===== src/rtl/axis_dbg_pkg.sv =====
// Shared types and helpers for the AXI-Stream stall detector.
package axis_dbg_pkg;

  // Per-channel stall FSM state.
  typedef enum logic [1:0] {
    ST_IDLE     = 2'd0,
    ST_COUNTING = 2'd1,
    ST_BLOCKED  = 2'd2
  } chan_state_t;

  // Which end of the port the monitored instance sits on.
  localparam logic DIR_SINK   = 1'b0;
  localparam logic DIR_SOURCE = 1'b1;

  // Bits needed to index 'value' items (or hold values below 'value'); never less than 1.
  function automatic int clog2w(input int value);
    int result;
    result = 1;
    for (int i = 1; i < 31; i++) begin
      if ((1 << i) < value) result = i + 1;
    end
    return result;
  endfunction

endpackage


===== src/rtl/axis_stall_chan.sv =====
// Single-channel stall watcher: counts consecutive stalled cycles and reports
// BLOCKED once the run reaches STALL_THRESH.
module axis_stall_chan
  import axis_dbg_pkg::*;
#(
  parameter int STALL_THRESH = 16
) (
  input  logic clock,
  input  logic reset,
  input  logic enable,
  input  logic dir,
  input  logic valid,
  input  logic ready,
  output logic blocked,
  output logic enter_pulse
);

  localparam int CNT_W = clog2w(STALL_THRESH + 1);
  localparam logic [CNT_W-1:0] CNT_ONE  = CNT_W'(1);
  localparam logic [CNT_W-1:0] CNT_LAST = CNT_W'(STALL_THRESH - 1);

  chan_state_t      state;
  chan_state_t      state_nxt;
  logic [CNT_W-1:0] cnt;
  logic [CNT_W-1:0] cnt_nxt;
  logic             stall;
  logic             enter;

  // A sink stalls when it is ready but starved; a source stalls when it
  // offers data that is not taken. A valid&ready transfer is never a stall.
  assign stall = (dir == DIR_SOURCE) ? (valid & ~ready) : (ready & ~valid);

  // Next-state and counter update; enable=0 forces IDLE regardless of state.
  always_comb begin
    state_nxt = state;
    cnt_nxt   = cnt;
    enter     = 1'b0;
    if (!enable) begin
      state_nxt = ST_IDLE;
      cnt_nxt   = '0;
    end else begin
      case (state)
        ST_IDLE: begin
          cnt_nxt = '0;
          if (stall) begin
            state_nxt = ST_COUNTING;
            cnt_nxt   = CNT_ONE;
          end
        end
        ST_COUNTING: begin
          if (!stall) begin
            state_nxt = ST_IDLE;
            cnt_nxt   = '0;
          end else if (cnt == CNT_LAST) begin
            // Counter stays frozen at its last value while BLOCKED.
            state_nxt = ST_BLOCKED;
            enter     = 1'b1;
          end else begin
            cnt_nxt = cnt + CNT_ONE;
          end
        end
        ST_BLOCKED: begin
          if (!stall) begin
            state_nxt = ST_IDLE;
            cnt_nxt   = '0;
          end
        end
        default: begin
          state_nxt = ST_IDLE;
          cnt_nxt   = '0;
        end
      endcase
    end
  end

  // State and stall counter registers.
  always_ff @(posedge clock or negedge reset) begin
    if (!reset) begin
      state <= ST_IDLE;
      cnt   <= '0;
    end else begin
      state <= state_nxt;
      cnt   <= cnt_nxt;
    end
  end

  assign blocked     = (state == ST_BLOCKED);
  assign enter_pulse = enter;

endmodule


===== src/rtl/axis_stall_detector.sv =====
// Monitors NUM_CHAN AXI-Stream ports for prolonged stalls and flags blocked
// channels to the deadlock monitor, with sticky first-block capture and a
// saturating block-event counter for debug readout.
module axis_stall_detector
  import axis_dbg_pkg::*;
#(
  parameter int NUM_CHAN     = 2,
  parameter int STALL_THRESH = 16,
  parameter int EVT_W        = 16,
  localparam int IDX_W       = clog2w(NUM_CHAN)
) (
  input  logic                clock,
  input  logic                reset,
  input  logic                enable,
  input  logic                clear,
  input  logic [NUM_CHAN-1:0] chan_dir,
  input  logic [NUM_CHAN-1:0] chan_valid,
  input  logic [NUM_CHAN-1:0] chan_ready,
  output logic [NUM_CHAN-1:0] axis_block_sigs,
  output logic                first_valid,
  output logic [IDX_W-1:0]    first_idx,
  output logic [EVT_W-1:0]    evt_count
);

  localparam int NENT_W = clog2w(NUM_CHAN + 1);

  logic [NUM_CHAN-1:0] blocked;
  logic [NUM_CHAN-1:0] enter;
  logic [NENT_W-1:0]   enter_cnt;
  logic [IDX_W-1:0]    enter_low;
  logic [EVT_W-1:0]    evt_next;

  // Event counter add that sticks at all-ones instead of wrapping.
  function automatic logic [EVT_W-1:0] sat_add(input logic [EVT_W-1:0] acc,
                                               input logic [NENT_W-1:0] inc);
    logic [EVT_W:0] sum;
    sum = {1'b0, acc} + (EVT_W + 1)'(inc);
    if (sum[EVT_W]) return '1;
    return sum[EVT_W-1:0];
  endfunction

  for (genvar c = 0; c < NUM_CHAN; c++) begin : g_chan
    axis_stall_chan #(
      .STALL_THRESH (STALL_THRESH)
    ) u_chan (
      .clock       (clock),
      .reset       (reset),
      .enable      (enable),
      .dir         (chan_dir[c]),
      .valid       (chan_valid[c]),
      .ready       (chan_ready[c]),
      .blocked     (blocked[c]),
      .enter_pulse (enter[c])
    );
  end

  assign axis_block_sigs = blocked;

  // Count simultaneous entries and pick the lowest-index entering channel.
  always_comb begin
    enter_cnt = '0;
    enter_low = '0;
    for (int i = 0; i < NUM_CHAN; i++) begin
      enter_cnt = enter_cnt + NENT_W'(enter[i]);
    end
    for (int i = NUM_CHAN - 1; i >= 0; i--) begin
      if (enter[i]) enter_low = IDX_W'(i);
    end
  end

  assign evt_next = sat_add(evt_count, enter_cnt);

  // Debug capture; clear takes priority over any entry in the same cycle.
  always_ff @(posedge clock or negedge reset) begin
    if (!reset) begin
      first_valid <= 1'b0;
      first_idx   <= '0;
      evt_count   <= '0;
    end else if (clear) begin
      first_valid <= 1'b0;
      first_idx   <= '0;
      evt_count   <= '0;
    end else if (|enter) begin
      evt_count <= evt_next;
      if (!first_valid) begin
        first_valid <= 1'b1;
        first_idx   <= enter_low;
      end
    end
  end

endmodule

===== config.mk =====
export PLATFORM = sky130hd
export DESIGN_NAME = axis_stall_detector
export DESIGN_NICKNAME = d
export VERILOG_FILES = /design/src/rtl/axis_dbg_pkg.sv /design/src/rtl/axis_stall_chan.sv /design/src/rtl/axis_stall_detector.sv
export SDC_FILE = /design/constraint.sdc
export NUM_CORES = 1
export LEC_CHECK = 0
export ABC_CLOCK_PERIOD_IN_PS = 3100
export BUFFER_PORTS_ARGS = -buffer_cell sky130_fd_sc_hd__buf_2
export CORE_MARGIN = 3
export CORE_UTILIZATION = 50
export DETAILED_ROUTE_END_ITERATION = 8
export PLACE_DENSITY = 0.75
export SYNTH_ARGS = -nofsm -noshare
export SYNTH_HDL_FRONTEND = slang
export SYNTH_SLANG_ARGS = --single-unit

===== constraint.sdc =====
create_clock -name clock -period 3.1 [get_ports clock]
set_input_delay 0.31 -clock clock [delete_from_list [all_inputs] [get_ports clock]]
set_output_delay 0.31 -clock clock [all_outputs]
set_load 0.03 [all_outputs]

==> Implementation_results.wiki <==
{| class="wikitable"
! Metric !! Value
|-
| GRT Residual Overflow || 0
|-
| Detailed-router iteration count before antenna repair || 4
|-
| Instance count of the mapped netlist || approximately 190
|-
| Worst Hold Class || in -> async
|-
| Worst-case clock skew || 9.34 ps
|-
| Wire length of the first global-routing pass || 7080 um
|-
| Count of cells along the worst register-to-register path || 14
|-
| Final setup violation count || 0
|-
| Top post-synthesis cells by area || sky130_fd_sc_hd__dfrtp_1 43%, sky130_fd_sc_hd__nor2_1 5.2%, sky130_fd_sc_hd__a311oi_1 3.8%
|-
| Sequential fraction of the synthesis area || between 40 and 50%
|-
| Crit Path Category || reg -> reg
|-
| FFs w/ async S/R, synth || 100%
|-
| Routability cong. || 0.831
|-
| Number of antenna violations at the first check in global routing || 0
|-
| Port bufs || 29
|-
| Starting Density || 53.8%
|-
| Initial detailed-routing violation count || 108
|-
| Hold slack final || 69.8 ps
|-
| Top-Level Pins || 30
|-
| FF-to-FF setup slack || 200 ps
|-
| Setup repair after global routing missed its margin || no
|-
| CTS Buf Count || 5
|-
| Critical path required time || 3280 ps
|-
| Power density over the cells || 360 mW/mm2
|-
| Worst IR drop on VDD || 264 uV
|-
| Clock tree from TritonCTS || built
|-
| Fraction of layout instances using a drive strength above 1 || between 20% and 30%
|-
| Vias per inst || 5.87
|-
| Horiz. Die Dim || 67.1 um
|-
| # Max-Cap Violations || 0
|-
| Clock insertion delay at the later pin of the skew report || 290 ps
|-
| Nets || 243
|-
| Yosys warns || 0
|-
| Critical Path Start Type || flip-flop
|-
| Max-slew violation count || 0
|-
| Number of rows created at floorplan || 21
|-
| Via total after detailed routing || 1,608
|-
| Final-layout fill cell count || 297
|-
| Number of H-tree branching levels || 2
|-
| Area of the die || between 0.004 and 0.005 mm2
|-
| Worst reg2reg path endpoint || evt_count[6]
|-
| Cell with the most instances after synthesis || sky130_fd_sc_hd__dfrtp_1
|-
| Max-Slew Margin vs Limit || 53.0%
|-
| Clk root buf || sky130_fd_sc_hd__clkbuf_8
|-
| Height of the chip || between 60 and 70 um
|-
| Kind of end point of the critical path || flip-flop
|-
| Number of nets in the synthesized netlist || about 210
|-
| Vias in the first global route || 1,512
|-
| Launch point of the worst path || g_chan[0].u_chan.cnt[0]
|-
| Static leakage || 0.00105 uW
|-
| Remaining design rule violation count || 0
|-
| Clock sinks || 32
|-
| Worst setup path endpoint || evt_count[6]
|-
| Max Fclk || 0.345 GHz
|-
| Number of enable flip-flop cells after synthesis || 0
|-
| Highest fanout seen on the critical path || 6
|-
| Clock-pin slew of the registers on the worst-case setup and hold paths || 70 ps
|-
| Post-synth cell types || 45
|-
| R2R Path Start || g_chan[0].u_chan.cnt[0]
|-
| Mapped Avg Cell Area || 9.71 um2
|-
| Count of final hold-check violations || 0
|-
| Dpl hpwl || 3010 um
|-
| Critical path arrival || 3070 ps
|-
| Cell area after technology mapping || 0.00186 mm2
|-
| Total core area || 0.00347 mm2
|-
| TNS Setup || 0 ps
|-
| Most used standard cells in the synthesized netlist || 32 x sky130_fd_sc_hd__dfrtp_1, 26 x sky130_fd_sc_hd__nor2_1, 13 x sky130_fd_sc_hd__a21oi_1
|-
| Most instantiated flip-flop cell in the synthesis netlist || sky130_fd_sc_hd__dfrtp_1
|-
| Total wirelength of the detailed-routed design || 4250 um
|-
| Min Tclk post-route || 2900 ps
|-
| Ant diodes || 0
|-
| Crit share post-route || 93.5%
|-
| Fraction of post-synthesis cell area in the top cell type by area || between 40 and 50%
|-
| Post-route ant nets || 0
|-
| P&R area growth vs syn || 18.2%
|-
| Dominant cell type by area after synthesis || sky130_fd_sc_hd__dfrtp_1
|-
| Outcome || finished, final reports clean
|-
| All-layer global routing usage || 20.9%
|-
| Total of flip-flops plus latches after synthesis || 32
|-
| Number of buffers inserted for hold repair after clock tree synthesis || 0
|-
| Worst slew pin tran || 704 ps
|-
| Maximum number of pins on one net before global-route repair || 33
|-
| CTS Buffer Depth || 2
|-
| Routed wire per std cell || roughly 16 um
|}
-- cell usage in the layout (no fill, tap or decap), types with 4 or more instances in the layout --
cell type	Yosys	final
sky130_fd_sc_hd__dfrtp_1	32	32
sky130_fd_sc_hd__buf_2	3	29
sky130_fd_sc_hd__nor2_1	26	25
sky130_fd_sc_hd__a21oi_1	13	13
sky130_fd_sc_hd__buf_4	4	10
sky130_fd_sc_hd__and3_1	8	8
sky130_fd_sc_hd__inv_1	8	8
sky130_fd_sc_hd__nand2_1	8	8
sky130_fd_sc_hd__clkbuf_8	0	6
sky130_fd_sc_hd__nand2b_1	5	5
sky130_fd_sc_hd__a311oi_1	8	5
sky130_fd_sc_hd__o21ai_0	5	5
sky130_fd_sc_hd__nor3_1	5	5
sky130_fd_sc_hd__nor3b_1	4	4
sky130_fd_sc_hd__nor2b_1	4	4
sky130_fd_sc_hd__a22oi_1	4	4
sky130_fd_sc_hd__and4_1	5	4
sky130_fd_sc_hd__a311oi_2	1	4
sky130_fd_sc_hd__a31oi_1	4	4
sky130_fd_sc_hd__a211oi_1	4	4
sky130_fd_sc_hd__a41o_1	4	4
-- power by group --
group	switching [uW]	internal (uW)
Sequential	2.92	420
Combinational	25.8	13.7
Clock	153	177
Total	182	611
-- metrics by stage --
stage	instance area (um2)	instances	power, uW	setup WS [ps]	utilization (%)
final	2200	274	792	203	63.5
after global routing	2200	274	825	72.6	63.5
after CTS	2130	269	800	26.7	61.3
after detailed placement	2030	261	470	-23.1	58.6
after global placement	2030	261	468	173	58.6
after floorplan	1860	192	451	235	-
-- metal layers --
layer,global-route usage [%],vias to the layer above,part of all wire [%]
met3,4.72,4,3.4
met4,7.59,0,0.94
met2,34.0,31,51
met5,0,-,0
met1,26.8,787,44
li1,-,786,-
-- flip-flops by register name, indices dropped and copies added, names as in the netlist --
register and count:
evt_count 16, g_chan.u_chan.state 4, first_idx 1, g_chan.u_chan.cnt 10, first_valid 1
-- how the worst min path moves through the flow --
stage                                    to  slack, ps
floorplan                      evt_count[0]         10
global placement    g_chan[0].u_chan.cnt[4]        400
detailed placement              first_valid        410
CTS                 g_chan[0].u_chan.cnt[3]        100
global route        g_chan[0].u_chan.cnt[3]        120
finish                          first_valid         70
-- critical path, stage by stage (launching register included) --
cell                      delay, ps
sky130_fd_sc_hd__dfrtp_1        410
sky130_fd_sc_hd__ha_1           220
sky130_fd_sc_hd__and3_1         210
sky130_fd_sc_hd__ha_4           190
sky130_fd_sc_hd__nand2_4        100
sky130_fd_sc_hd__nor2_2          60
sky130_fd_sc_hd__fa_2           370
sky130_fd_sc_hd__ha_2           210
sky130_fd_sc_hd__and4_2         270
sky130_fd_sc_hd__nand3_1        120
sky130_fd_sc_hd__o32ai_4        140
sky130_fd_sc_hd__buf_4          160
sky130_fd_sc_hd__buf_4          120
sky130_fd_sc_hd__a21oi_1        130
sky130_fd_sc_hd__nor2_1          60
-- timing repair --
item                                    CTS  global route
endpoints found under the setup margin    1            12
buffers inserted                          0             5
resized for setup                         0            10
pin swaps                                 1             3
-- final cells by class --
class / instances / area (um2) / share of cell area [%]
Sequential cell: 32 / 801 / 36.3
Tap cell: 46 / 57.6 / 2.61
Timing Repair Buffer: 40 / 228 / 10.3
Clock buffer: 6 / 82.6 / 3.75
Clock inverter: 2 / 10.0 / 0.454
Inverter: 8 / 30.0 / 1.36
Multi-Input combinational cell: 140 / 995 / 45.1
-- kinds of logic (layout without fill, tap and decap cells) --
family	Yosys count	after routing	share of synthesized area [%]
simple gates	77	77	22.7
xor+xnor	3	3	1.41
fa+ha+maj	6	6	4.43
buf+inv	20	56	5.84
compound gates	53	53	22.1
mux	1	1	0.537
flops	32	32	43.0
(Power assumes the default switching activity.)
